<file path="src/rtl/mem_arb_pkg.sv">
// Shared types for the IF/MEM unified-memory arbiter: FSM states, grant encoding, fill data.
// Types and constants only; no timing or backpressure of its own.
// The helper function encodes the fixed data-over-fetch priority.
package mem_arb_pkg;

    localparam int DEF_ADDR_W = 32;
    localparam int DEF_DATA_W = 32;

    // Read data returned on a timed-out load (MEM_ARB_TIMEOUT_EN builds only)
    localparam logic [31:0] DEAD_BEEF = 32'hDEAD_BEEF;

    typedef enum logic [1:0] {
        IDLE = 2'd0,
        DACC = 2'd1,
        IACC = 2'd2,
        DONE = 2'd3
    } arb_state_e;

    typedef enum logic [1:0] {
        GNT_NONE = 2'd0,
        GNT_IF   = 2'd1,
        GNT_DM   = 2'd2
    } arb_gnt_e;

    // MEM holds the older instruction, so it always wins a tie
    function automatic arb_gnt_e arb_pick(input logic if_req, input logic dm_req);
        if (dm_req) return GNT_DM;
        if (if_req) return GNT_IF;
        return GNT_NONE;
    endfunction

endpackage

</file>
<file path="src/rtl/mem_arb_timeout_cnt.sv">
// Wait-cycle counter for an outstanding memory access; flags expiry on its TIMEOUT-th cycle.
// Latency: o_expire is combinational from the count; the count advances one per enabled cycle.
// No backpressure; the count saturates at TIMEOUT-1 until cleared.
module mem_arb_timeout_cnt #(
    parameter int unsigned TIMEOUT = 64
) (
    input  logic i_clk,
    input  logic i_rst_n,
    input  logic i_clr,
    input  logic i_en,
    output logic o_expire
);

    localparam int unsigned CNT_W = (TIMEOUT > 2) ? $clog2(TIMEOUT) : 1;
    localparam logic [CNT_W-1:0] LAST = CNT_W'(TIMEOUT - 1);

    logic [CNT_W-1:0] r_cnt;

    always_ff @(posedge i_clk) begin
        if (!i_rst_n || i_clr) begin
            r_cnt <= '0;
        end else if (i_en && (r_cnt != LAST)) begin
            r_cnt <= r_cnt + 1'b1;
        end
    end

    assign o_expire = i_en && (r_cnt == LAST);

endmodule

</file>
<file path="src/rtl/mem_port_arbiter.sv">
// Serialises IF fetches and MEM loads/stores onto one req/ack memory port (MEM_ARB_TIMEOUT_EN adds a timeout).
// Latency: mem_req_o one cycle after a request, ready one cycle after mem_ack_i, then a one-cycle bubble.
// Backpressure: stall_o holds the pipeline while either requester is waiting for its ready pulse.
module mem_port_arbiter
    import mem_arb_pkg::*;
#(
    parameter int          ADDR_W  = DEF_ADDR_W,
    parameter int          DATA_W  = DEF_DATA_W,
    parameter int unsigned TIMEOUT = 64
) (
    input  logic              clk_i,
    input  logic              rst_n_i,
    input  logic              if_req_i,
    input  logic [ADDR_W-1:0] if_addr_i,
    output logic [DATA_W-1:0] if_rdata_o,
    output logic              if_ready_o,
    input  logic              dm_req_i,
    input  logic              dm_we_i,
    input  logic [ADDR_W-1:0] dm_addr_i,
    input  logic [DATA_W-1:0] dm_wdata_i,
    output logic [DATA_W-1:0] dm_rdata_o,
    output logic              dm_ready_o,
    output logic              stall_o,
    output logic              mem_req_o,
    output logic              mem_we_o,
    output logic [ADDR_W-1:0] mem_addr_o,
    output logic [DATA_W-1:0] mem_wdata_o,
    input  logic [DATA_W-1:0] mem_rdata_i,
    input  logic              mem_ack_i,
    output logic              err_o
);

    if (TIMEOUT < 2) begin : g_bad_timeout
        $error("mem_port_arbiter: TIMEOUT must be at least 2");
    end

    arb_state_e        r_state, w_state_nxt;
    arb_gnt_e          w_gnt;
    logic              r_mem_req, w_mem_req_nxt;
    logic              r_mem_we, w_mem_we_nxt;
    logic [ADDR_W-1:0] r_mem_addr, w_mem_addr_nxt;
    logic [DATA_W-1:0] r_mem_wdata, w_mem_wdata_nxt;
    logic [DATA_W-1:0] r_if_rdata, w_if_rdata_nxt;
    logic [DATA_W-1:0] r_dm_rdata, w_dm_rdata_nxt;
    logic              r_if_ready, w_if_ready_nxt;
    logic              r_dm_ready, w_dm_ready_nxt;
    logic              r_err, w_err_nxt;
    logic              w_to_expire;
    logic [DATA_W-1:0] w_fill;

`ifdef MEM_ARB_TIMEOUT_EN
    // Counter restarts whenever the FSM is outside an access, i.e. on entry to DACC/IACC
    mem_arb_timeout_cnt #(
        .TIMEOUT (TIMEOUT)
    ) u_timeout_cnt (
        .i_clk    (clk_i),
        .i_rst_n  (rst_n_i),
        .i_clr    ((r_state != DACC) && (r_state != IACC)),
        .i_en     ((r_state == DACC) || (r_state == IACC)),
        .o_expire (w_to_expire)
    );
    assign w_fill = DATA_W'(DEAD_BEEF);
`else
    assign w_to_expire = 1'b0;
    assign w_fill      = '0;
`endif

    always_comb begin
        w_state_nxt     = r_state;
        w_gnt           = GNT_NONE;
        w_mem_req_nxt   = r_mem_req;
        w_mem_we_nxt    = r_mem_we;
        w_mem_addr_nxt  = r_mem_addr;
        w_mem_wdata_nxt = r_mem_wdata;
        w_if_rdata_nxt  = r_if_rdata;
        w_dm_rdata_nxt  = r_dm_rdata;
        w_if_ready_nxt  = 1'b0;
        w_dm_ready_nxt  = 1'b0;
        w_err_nxt       = r_err;

        case (r_state)
            IDLE: begin
                w_gnt = arb_pick(if_req_i, dm_req_i);
                case (w_gnt)
                    GNT_DM: begin
                        w_mem_req_nxt   = 1'b1;
                        w_mem_we_nxt    = dm_we_i;
                        w_mem_addr_nxt  = dm_addr_i;
                        w_mem_wdata_nxt = dm_wdata_i;
                        w_state_nxt     = DACC;
                    end
                    GNT_IF: begin
                        w_mem_req_nxt  = 1'b1;
                        w_mem_we_nxt   = 1'b0;
                        w_mem_addr_nxt = if_addr_i;
                        w_state_nxt    = IACC;
                    end
                    default: ;
                endcase
            end
            DACC, IACC: begin
                // An ack coinciding with expiry takes precedence over the timeout
                if (mem_ack_i || w_to_expire) begin
                    w_mem_req_nxt = 1'b0;
                    w_err_nxt     = r_err | ~mem_ack_i;
                    w_state_nxt   = DONE;
                    if (r_state == DACC) begin
                        w_dm_ready_nxt = 1'b1;
                        if (!r_mem_we) begin
                            w_dm_rdata_nxt = mem_ack_i ? mem_rdata_i : w_fill;
                        end
                    end else begin
                        w_if_ready_nxt = 1'b1;
                        w_if_rdata_nxt = mem_ack_i ? mem_rdata_i : w_fill;
                    end
                end
            end
            DONE:    w_state_nxt = IDLE;
            default: w_state_nxt = IDLE;
        endcase
    end

    always_ff @(posedge clk_i) begin
        if (!rst_n_i) begin
            r_state     <= IDLE;
            r_mem_req   <= 1'b0;
            r_mem_we    <= 1'b0;
            r_mem_addr  <= '0;
            r_mem_wdata <= '0;
            r_if_rdata  <= '0;
            r_dm_rdata  <= '0;
            r_if_ready  <= 1'b0;
            r_dm_ready  <= 1'b0;
            r_err       <= 1'b0;
        end else begin
            r_state     <= w_state_nxt;
            r_mem_req   <= w_mem_req_nxt;
            r_mem_we    <= w_mem_we_nxt;
            r_mem_addr  <= w_mem_addr_nxt;
            r_mem_wdata <= w_mem_wdata_nxt;
            r_if_rdata  <= w_if_rdata_nxt;
            r_dm_rdata  <= w_dm_rdata_nxt;
            r_if_ready  <= w_if_ready_nxt;
            r_dm_ready  <= w_dm_ready_nxt;
            r_err       <= w_err_nxt;
        end
    end

    assign mem_req_o   = r_mem_req;
    assign mem_we_o    = r_mem_we;
    assign mem_addr_o  = r_mem_addr;
    assign mem_wdata_o = r_mem_wdata;
    assign if_rdata_o  = r_if_rdata;
    assign dm_rdata_o  = r_dm_rdata;
    assign if_ready_o  = r_if_ready;
    assign dm_ready_o  = r_dm_ready;
    assign err_o       = r_err;
    assign stall_o     = (if_req_i & ~r_if_ready) | (dm_req_i & ~r_dm_ready);

endmodule

</file>
<file path="config.mk">
export PLATFORM = sky130hd
export DESIGN_NAME = mem_port_arbiter
export DESIGN_NICKNAME = d
export VERILOG_FILES = /design/src/rtl/mem_arb_pkg.sv /design/src/rtl/mem_arb_timeout_cnt.sv /design/src/rtl/mem_port_arbiter.sv
export SDC_FILE = /design/constraint.sdc
export NUM_CORES = 1
export LEC_CHECK = 0
export CAP_MARGIN = 20
export CORE_MARGIN = 4
export CORE_UTILIZATION = 40
export CTS_CLUSTER_DIAMETER = 200
export CTS_CLUSTER_SIZE = 30
export DETAILED_ROUTE_END_ITERATION = 10
export PLACE_DENSITY = 0.78
export SLEW_MARGIN = 20
export SYNTH_ARGS = -nofsm -noshare
export SYNTH_HDL_FRONTEND = slang
export SYNTH_SLANG_ARGS = --single-unit
</file>
<file path="constraint.sdc">
create_clock -name clk_i -period 1.6 [get_ports clk_i]
set_input_delay 0.4 -clock clk_i [delete_from_list [all_inputs] [get_ports clk_i]]
set_output_delay 0.4 -clock clk_i [all_outputs]
set_load 0.05 [all_outputs]
</file>
==> impl_metrics.ini <==
[drt]
drt_pre_antenna_iters = 7
antenna_violating_nets_post_route = 0
route.detailed.wl_per_inst_um = 18.3
drt-total-wl_mm = 19.8
detail_route.vias_per_cell = 5.13
drt-initial-drc-count = 365
vias = 5543
drc_errors = 0

[global_route]
antenna_found_initial = 2
met2_usage_pct = 45.7
grt_pass1_wl_mm = 29.1
first_global_vias = 5661
grt-busiest-layer = met2
grt_util_met3_pct = 7.66
globalRouteMet1Util_pct = 25.4
grt_util_all_layers_pct = 25.2
gr-total-overflow = 0
grt_start_max_net_pins = 43

[sta]
final-setup-viol-count = 0
report.final.hold_viol_count = 0
share_of_the_clock_period_used_by_the_worst_path_after_layout_pct = 97.6
unrepaired_setup_endpoints_after_global_routing = false
setup-tns-final_ns = 0
tightest_slew_ns = 0.334
clock-skew-final_ns = 0.00706
final_max_slew_viol_count = 0
fin_hold_ws_ns = 0.300
slew_headroom_pct = 77.7
max_freq_mhz = 640
finalWorstPathRequiredPeriod_ns = 1.56

[pwr]
power.ir.vdd_worst_mv = 1.13
powerDensity_nw_per_um2 = 1760
total_leakage_power_nw = 3.96
post_layout_total_power_mw = 18.0

[floorplan]
floorplan.die.height_um = 122
placementRows = 41
dieWidth_um = 122
io-pin-count = 268
design.core.area_um2 = 12700
initial_utilization_pct = 41.1
fp.dieArea_um2 = 14900

[critical_path]
crit_path_start_kind = input port
r2r_end = dm_rdata_o[3]$_SDFFE_PN0P_
path_max_fanout = 4
data_required_critical_path_ns = 1.20
worst_path_max_delay_cell = dlygate4sd2_1
max_stage_delay_ns = 0.29
crit_chain = dlygate4sd2_1 -> inv_1 -> o22ai_2 -> buf_12
critical_path.reg2reg.startpoint = r_state[1]$_SDFFE_PN0P_
worst-endpoint-arrival_ns = 1.16
r2r.worst_path.cells = 6
worst_setup_path_end_kind = output pin
critPathKind = in -> out
ff2ff_setup_slack_ns = 0.05

[hold_path]
min-delay-path-class = in -> reg
worstHoldPathCells = 2
holdCritStartpoint = rst_n_i
worstHoldEndpoint = mem_wdata_o[21]$_SDFFE_PN0P_

[clock_network]
cts_inserted_buffers = 17
clock_sink_count = 135
cts_max_path_buffers = 2
post_cts_hold_buffer_count = 0
post_cts_buffers = 0
htreeDepth = 4
clock_tree.root_cell = clkbuf_16
clock_insertion_delay_at_the_later_pin_of_the_skew_report_ns = 0.41
tritoncts = done
clkTransAtPathRegs_ns = 0.06

[synth]
synthesis.yosys.warnings = 0
synthesis.instances = 636
syn_area_per_cell_um2 = 8.18
synthesis.area_um2 = 5200
netlist.top_cell.by_area = dfxtp_1
ys_seq_area_share_pct = 51.9
synth_seq_cells = 135
synth.lib_cells_used.distinct = 28
syn_nets = 773
netlist_top_cells_area = dfxtp_1 (52%), nand2_1 (17%), a21boi_0 (13%)
synth_top_area_share_pct = 51.9

[layout]
post-route-util_pct = 80.5
areaGrowthSynthToFinish_pct = 96.0
post_route_cells_drive_above_1_share_pct = 21.6
nets = 1031

[place]
place.port_buffers = 267
gp_congestion = 0.812
hpwl_mm = 13.9

[run]
cap_violations = 0

[run_status]
run_status = finished clean
-- per-stage QoR --
stage          setup WS, ns  instances  area [µm²]
2_1_floorplan         0.154        636        5210
3_5_place_dp         -0.266       1045        9470
6_report             0.0376       1081       10200
3_3_place_gp         -0.226       1045        9470
4_1_cts              0.0440       1077       10100
5_1_grt             0.00688       1081       10200
-- critical path, delay by kind of cell --
kind / cells / cell delay, ns
buffers and inverters: 3 / 0.54
AOI/OAI and AO/OA: 1 / 0.22
-- Yosys cell counts --
library cell,number
o21a_1,1
o311a_1,1
nor3b_1,1
dfxtp_1,135
nor2_1,2
ha_1,3
a22oi_1,1
a21oi_1,62
clkbuf_1,24
nand3b_1,2
a21boi_0,87
o211ai_1,1
o22ai_1,1
and3b_1,2
nand2b_1,1
nand2_1,229
o21ai_1,1
buf_2,23
buf_1,2
mux2_2,1
inv_1,4
a2111o_1,1
a21boi_1,9
o221a_2,1
nor2b_1,3
o21ai_0,34
a31oi_1,1
and2_1,3
-- worst max-delay path by stage --
stage / startpoint / end / slack (ns) / depth (start not counted)
floorplan: r_state[0]$_SDFFE_PN0P_ / if_rdata_o[11]$_SDFFE_PN0P_ / 0.15 / 6
global placement: if_req_i / stall_o / -0.23 / 4
detailed placement: if_req_i / mem_addr_o[13]$_SDFFE_PN0P_ / -0.27 / 6
CTS: dm_ready_o$_SDFF_PN0_ / stall_o / 0.04 / 2
global route: r_state[1]$_SDFFE_PN0P_ / dm_rdata_o[10]$_SDFFE_PN0P_ / 0.007 / 6
finish: if_req_i / stall_o / 0.04 / 4
-- cell type report --
cell class	instances	area, µm²
Tap cell	172	215
Sequential cell	135	2700
Antenna cell	2	5.00
Clock buffer	24	482
Inverter	4	15.0
Multi-Input combinational cell	448	2310
Timing Repair Buffer	288	4300
Clock inverter	8	168
Fill cell	789	2470
-- state kept, by name (all words and copies together), names as in the netlist --
signal and count:
mem_req_o 1, if_ready_o 1, r_state 2, mem_we_o 1, dm_ready_o 1, mem_wdata_o 32
err_o 1, dm_rdata_o 32, mem_addr_o 32, if_rdata_o 32
-- cell families after synthesis --
| kind of cell | after synthesis | synth area share, % |
|---|---|---|
| flip-flops | 135 | 51.9 |
| AO/OA/AOI/OAI | 201 | 24.5 |
| AND/OR/NAND/NOR | 243 | 18.3 |
| buffers and inverters | 53 | 4.38 |
| adder cells (fa/ha/maj) | 3 | 0.721 |
| multiplexers | 1 | 0.216 |
-- where the power goes --
group / leakage (nW) / switching (mW) / total (mW) / internal, mW
clock: 0.314 / 1.41 / 4.30 / 2.89
combinational: 2.54 / 4.75 / 8.77 / 4.02
sequential: 1.11 / 0.797 / 4.93 / 4.13
total: 3.96 / 6.96 / 18.0 / 11.0
-- cells in the final DEF (no fill, tap or decap), types with 3 or more instances in the layout --
cell / count
nand2_1: 229
buf_12: 142
dfxtp_1: 134
clkdlybuf4s50_1: 130
a21boi_0: 81
a21oi_1: 62
o21ai_0: 34
clkbuf_16: 19
a21boi_1: 15
buf_4: 12
bufinv_16: 5
inv_1: 4
clkbuf_1: 4
and2_1: 3
clkbuf_8: 3
-- metal layers --
layer  wire length, µm  vias up
met1              6910     2611
met3              1350       63
met2             10600      251
met5                 0        -
li1                  -     2618
met4               958        0
-- timing repair --
action	4_1_cts	5_1_grt
resized for setup	5	10
setup endpoints to repair	5	22
gates cloned	0	2
Power figures use the tool's default switching activity.
